`src/rtl/miner_work_scheduler.sv`:
```
// Work scheduler for the blake miner core array: nonce-space slicing on new
// work, completion tracking, and round-robin merging of golden-nonce reports.
module miner_work_scheduler #(
   parameter int NUM_CORES = 4,
   parameter int CORE_BITS = 2
) (
   input  logic                      clk,
   input  logic                      reset,
   input  logic                      rx_done,
   output logic [NUM_CORES-1:0]      core_load,
   output logic [31:0]               core_start_nonce,
   input  logic [NUM_CORES-1:0]      core_done,
   input  logic [NUM_CORES-1:0]      core_golden_valid,
   input  logic [32*NUM_CORES-1:0]   core_golden_nonce,
   output logic                      tx_valid,
   input  logic                      tx_ready,
   output logic [31:0]               tx_nonce,
   output logic [CORE_BITS-1:0]      tx_core,
   output logic                      work_exhausted,
   output logic                      busy,
   output logic [7:0]                drop_count
);

   typedef enum logic [1:0] {IDLE, LOAD, RUN, EXHAUSTED} state_t;

   state_t               state;
   state_t               state_nxt;
   logic [CORE_BITS-1:0] load_idx;
   logic                 load_last;
   logic [NUM_CORES-1:0] done;

   logic [NUM_CORES-1:0] hold_valid;
   logic [31:0]          hold_nonce [NUM_CORES];
   logic [CORE_BITS-1:0] rr_ptr;
   logic [CORE_BITS-1:0] scan_idx;
   logic [CORE_BITS-1:0] gnt_idx;
   logic                 gnt_hit;
   logic                 loadable;
   logic                 gnt_fire;
   logic                 capture_en;
   logic [NUM_CORES-1:0] drain;
   logic [NUM_CORES-1:0] drop;
   logic [4:0]           drop_num;
   logic [8:0]           drop_sum;

   assign load_last = (load_idx == CORE_BITS'(NUM_CORES - 1));

   always_ff @(posedge clk or posedge reset) begin
      if (reset) begin
         state <= IDLE;
      end else begin
         state <= state_nxt;
      end
   end

   always_comb begin
      state_nxt = state;
      if (rx_done) begin
         state_nxt = LOAD;
      end else begin
         unique case (state)
            LOAD:    if (load_last) state_nxt = RUN;
            RUN:     if (&(done | core_done)) state_nxt = EXHAUSTED;
            default: ;
         endcase
      end
   end

   always_comb begin
      core_load        = '0;
      core_start_nonce = '0;
      busy             = 1'b0;
      work_exhausted   = 1'b0;
      unique case (state)
         LOAD: begin
            core_load        = NUM_CORES'(1) << load_idx;
            core_start_nonce = {load_idx, {(32-CORE_BITS){1'b0}}};
            busy             = 1'b1;
         end
         RUN:       busy = 1'b1;
         EXHAUSTED: work_exhausted = 1'b1;
         default:   ;
      endcase
   end

   always_ff @(posedge clk or posedge reset) begin
      if (reset) begin
         load_idx <= '0;
         done     <= '0;
      end else if (rx_done) begin
         load_idx <= '0;
         done     <= '0;
      end else begin
         if (state == LOAD) begin
            load_idx <= load_last ? '0 : load_idx + CORE_BITS'(1);
         end
         if (state == RUN) begin
            done <= done | core_done;
         end
      end
   end

   // Round-robin search starting at the pointer, wrapping over all cores
   always_comb begin
      gnt_hit  = 1'b0;
      gnt_idx  = '0;
      scan_idx = '0;
      for (int j = 0; j < NUM_CORES; j++) begin
         scan_idx = CORE_BITS'((int'(rr_ptr) + j) % NUM_CORES);
         if (!gnt_hit && hold_valid[scan_idx]) begin
            gnt_hit = 1'b1;
            gnt_idx = scan_idx;
         end
      end
   end

   // New work flushes holding registers, so nothing is granted that cycle
   assign loadable   = !tx_valid || tx_ready;
   assign gnt_fire   = loadable && gnt_hit && !rx_done;
   assign capture_en = (state != IDLE) && !rx_done;

   always_comb begin
      drain    = '0;
      drop     = '0;
      drop_num = '0;
      for (int i = 0; i < NUM_CORES; i++) begin
         drain[i] = gnt_fire && (gnt_idx == CORE_BITS'(i));
         drop[i]  = capture_en && core_golden_valid[i]
                    && hold_valid[i] && !drain[i];
         drop_num = drop_num + 5'(drop[i]);
      end
      drop_sum = 9'(drop_count) + 9'(drop_num);
   end

   always_ff @(posedge clk or posedge reset) begin
      if (reset) begin
         hold_valid <= '0;
         for (int i = 0; i < NUM_CORES; i++) begin
            hold_nonce[i] <= '0;
         end
      end else begin
         for (int i = 0; i < NUM_CORES; i++) begin
            if (rx_done) begin
               hold_valid[i] <= 1'b0;
            end else if (capture_en && core_golden_valid[i]
                         && (!hold_valid[i] || drain[i])) begin
               hold_valid[i] <= 1'b1;
               hold_nonce[i] <= core_golden_nonce[32*i +: 32];
            end else if (drain[i]) begin
               hold_valid[i] <= 1'b0;
            end
         end
      end
   end

   always_ff @(posedge clk or posedge reset) begin
      if (reset) begin
         tx_valid <= 1'b0;
         tx_nonce <= '0;
         tx_core  <= '0;
         rr_ptr   <= '0;
      end else if (loadable) begin
         tx_valid <= gnt_fire;
         if (gnt_fire) begin
            tx_nonce <= hold_nonce[gnt_idx];
            tx_core  <= gnt_idx;
            rr_ptr   <= (gnt_idx == CORE_BITS'(NUM_CORES - 1))
                        ? '0 : gnt_idx + CORE_BITS'(1);
         end
      end
   end

   always_ff @(posedge clk or posedge reset) begin
      if (reset) begin
         drop_count <= '0;
      end else if (drop_num != '0) begin
         drop_count <= (drop_sum > 9'd255) ? 8'hFF : drop_sum[7:0];
      end
   end

endmodule

```
`config.mk`:
```
export PLATFORM = sky130hd
export DESIGN_NAME = miner_work_scheduler
export DESIGN_NICKNAME = d
export VERILOG_FILES = /design/src/rtl/miner_work_scheduler.sv
export SDC_FILE = /design/constraint.sdc
export NUM_CORES = 1
export LEC_CHECK = 0
export CORE_MARGIN = 3
export CORE_UTILIZATION = 30
export DETAILED_ROUTE_END_ITERATION = 8
export PLACE_DENSITY_LB_ADDON = 0.08
export SYNTH_ARGS = -nofsm -noshare
export SYNTH_HDL_FRONTEND = slang
export SYNTH_SLANG_ARGS = --single-unit
```
`constraint.sdc`:
```
create_clock -name clk -period 8.4 [get_ports clk]
set_input_delay 2.52 -clock clk [delete_from_list [all_inputs] [get_ports clk]]
set_output_delay 2.52 -clock clk [all_outputs]
set_load 0.01 [all_outputs]
```
==> results.sh <==
export IMPL_drv_slew=0
export IMPL_dpl_hpwl_mm=15.2
export IMPL_worst_ep_arrival_time_ns=7.08
export IMPL_tightestPinTransition_ns=1.02
export IMPL_power_per_cell_area_mw_per_mm2=304
export IMPL_fmax_mhz=149
export IMPL_syn2layout_area_growth_pct=32.2
export IMPL_required_ns=8.77
export IMPL_seq_area_frac_synth_pct=54.6
export IMPL_synth_edff_count=0
export IMPL_routed_wirelength_mm=22.4
export IMPL_skew_ns=0.0117
export IMPL_p_total_mw=3.41
export IMPL_synthFlopType="dfrtp_1"
export IMPL_critPathLaunchType="input port"
export IMPL_rsz0062_at_grt="false"
export IMPL_synth_mux_area_share_pct=23.5
export IMPL_clkSlewWorstSetupHoldPaths_ns=0.08
export IMPL_power_frac_seq_pct=42.2
export IMPL_cts_buffers_inserted=17
export IMPL_ys_types=45
export IMPL_yosysTopAreaCellShare_pct=54.6
export IMPL_synth_xor_area_share_pct=0.207
export IMPL_drtAntennaViolNets=0
export IMPL_die_w_microns=174
export IMPL_yosys_warnings=0
export IMPL_gp_congestion=0.766
export IMPL_drive_gt1_share_pct=26.0
export IMPL_drc_errors=0
export IMPL_vias_per_cell=4.56
export IMPL_netlist_area_sq_mm=0.00848
export IMPL_yosysMostFrequentCell="dfrtp_1"
export IMPL_start_util_pct=30.9
export IMPL_min_path_cells=2
export IMPL_slew_headroom_pct=32.0
export IMPL_synth_top_family_by_area="multiplexers"
export IMPL_crit_path_end_kind="flop"
export IMPL_synth_simple_gate_area_share_pct=5.40
export IMPL_die_area_sq_mm=0.0303
export IMPL_finalSetupViolCount=0
export IMPL_cts_tree="built"
export IMPL_grt_max_degree=118
export IMPL_synth_commonest_cells="dfrtp_1, mux2_2, a22oi_1"
export IMPL_row_count=60
export IMPL_diodes=0
export IMPL_synth_area_leaders="dfrtp_1, mux2_2, a22oi_1"
export IMPL_wire_per_inst_microns=18.6
export IMPL_yosys_area_top_type="dfrtp_1"
export IMPL_cts_sinks=185
export IMPL_grt_util_all_layers_pct=15.0
export IMPL_synth_compound_area_share_pct=8.25
export IMPL_grt_overflow_total=0
export IMPL_switching_share_pct=31.8
export IMPL_synthArstFlopShare_pct=100
export IMPL_nFillCells=2570
export IMPL_post_cts_buffers=0
export IMPL_max_cap_viol_count=0
export IMPL_vias=5502
export IMPL_clockBufferDepth=2
export IMPL_avgSynthCellArea_sq_um=13.3
export IMPL_crit_path_max_fanout=41
export IMPL_postCtsHoldBufs=0
export IMPL_drtIter0Drc=209
export IMPL_cts_root_buf="clkbuf_16"
export IMPL_insertion_delay_ns=0.43
export IMPL_die_h_microns=174
export IMPL_clkPwrFrac_pct=23.4
export IMPL_cts_resized=0
export IMPL_status="complete, no violations"
export IMPL_p_leak_nw=4.91
export IMPL_placed_area_sq_mm=0.0106
export IMPL_grt_pass1_wl_mm=35.2
export IMPL_finalSetupTns_ns=0
export IMPL_port_buffers=190
export IMPL_synth_cells=639
export IMPL_irDropWorstVdd_uv=106
export IMPL_min_period_ns=6.71
export IMPL_pwr_share_comb_pct=34.4
export IMPL_reg2reg_depth=19
export IMPL_p_switching_mw=1.08
export IMPL_ys_ff_latch=185
export IMPL_finalCritPeriodShare_pct=79.8
export IMPL_hold_slack_ns=0.489
export IMPL_boundaryPins=221
export IMPL_core_sq_mm=0.0274
export IMPL_grt_pass1_vias=6034
export IMPL_final_nets=978
export IMPL_dr_pass1_iters=4
export IMPL_design_area_sq_mm=0.0112
export IMPL_synth_adder_area_share_pct=2.54
export IMPL_hold_viol=0
export IMPL_antenna_found_initial=3
export IMPL_min_path_type="reg2reg"
export IMPL_p_int_mw=2.32
export IMPL_worst_setup_path_type="in2reg"
export IMPL_htreeDepth=4
==> layout by cell type (no fill, tap or decap), types with 2 or more instances in the layout <==
cell type        synthesis  routed
a21o_1                   3       3
a21oi_1                 11      11
a22oi_1                 64      64
and2_1                   3       3
buf_4                   33       8
clkbuf_16                0      17
clkdlybuf4s50_1          0     190
clkinv_2                 0       2
clkinv_4                 0       2
clkinv_8                 0       3
conb_1                   1      30
dfrtp_1                185     185
fa_1                     2       2
ha_1                    14      14
inv_1                   13      12
inv_6                    0       5
inv_8                    0       3
mux2_2                 133     133
mux2_4                  30      30
mux2i_1                  3       3
nand2_1                 51      51
nand2b_1                 4       4
nand3_1                  5       4
nand3_2                  1       2
nand3_4                  2       2
nor2_1                  15      15
nor2b_1                  3       3
nor3_1                   7       6
o21ai_0                  6       6
xnor2_1                  2       2
==> power groups by stage <==
| stage | sequential [mW] | clock [mW] | combinational, mW |
|---|---|---|---|
| 6_report | 1.44 | 0.796 | 1.17 |
| 5_1_grt | 1.49 | 0.869 | 1.29 |
| 2_1_floorplan | 1.43 | 0 | 0.729 |
| 3_5_place_dp | 1.46 | 0 | 1.19 |
| 4_1_cts | 1.44 | 0.828 | 1.20 |
| 3_3_place_gp | 1.44 | 0 | 1.18 |
==> flip-flops by register name (all words and copies together), names as in the netlist <==
name	cells
tx_nonce	32
tx_core	2
tx_valid	1
rr_ptr	2
load_idx	2
done	4
hold_nonce	128
hold_valid	4
state	2
drop_count	8
==> per-stage QoR <==
step / instances / util, % / setup slack (ns)
floorplan: 668 / - / 0.851
global placement: 1175 / 38.8 / 1.38
detailed placement: 1175 / 38.8 / 1.25
CTS: 1207 / 40.9 / 1.71
global route: 1207 / 40.9 / 1.45
finish: 1207 / 40.9 / 1.69
==> worst max-delay path: stages <==
cell and delay, ns:
clkdlybuf4s50_1 0.40, buf_4 0.19, or3_2 0.93, o31ai_4 0.42, nor2_1 0.11, fa_1 0.49
ha_1 0.21, ha_1 0.31, inv_1 0.06, fa_1 0.40, nor2b_1 0.17, o21ai_0 0.12
nor2_1 0.24, nand3_1 0.24, nand2_1 0.12, mux2_2 0.14
==> layer usage <==
layer	track usage, %	wire length [microns]	up-vias
met1	19.3	10100	2748
met2	24.8	10800	147
met3	4.76	1270	20
met4	3.02	198	6
met5	0	41	-
li1	-	-	2581
==> cell type report <==
class,instances,area [sq um],area share [%]
sequential,185,4630,41.3
multi-input combinational,406,3510,31.3
timing repair buffer,198,1960,17.5
tap,372,465,4.15
clock buffer,17,425,3.79
clock inverter,15,159,1.42
inverter,14,60.1,0.536
==> kinds of logic after synthesis <==
logic type / Yosys count
other: 1
XOR/XNOR: 2
multiplexers: 167
adder cells (fa/ha/maj): 16
buffers and inverters: 77
AND/OR/NAND/NOR: 96
AO/OA/AOI/OAI: 95
flip-flops: 185
==> final timing paths <==
| kind | from | end | slack (ns) |
|---|---|---|---|
| setup / recovery | rx_done | drop_count[5]$_DFFE_PP0P_ | 1.69 |
| hold / removal | rr_ptr[0]$_DFFE_PP0P_ | rr_ptr[0]$_DFFE_PP0P_ | 0.49 |
| setup reg to reg | rr_ptr[1]$_DFFE_PP0P_ | drop_count[5]$_DFFE_PP0P_ | 3.57 |
| hold reg to reg | rr_ptr[0]$_DFFE_PP0P_ | rr_ptr[0]$_DFFE_PP0P_ | 0.49 |
| max in group asynchronous | reset | hold_nonce[31]$_DFFE_PP0P_ | 4.28 |
| min in group asynchronous | reset | hold_nonce[49]$_DFFE_PP0P_ | 2.61 |
Power figures use the tool's default switching activity.
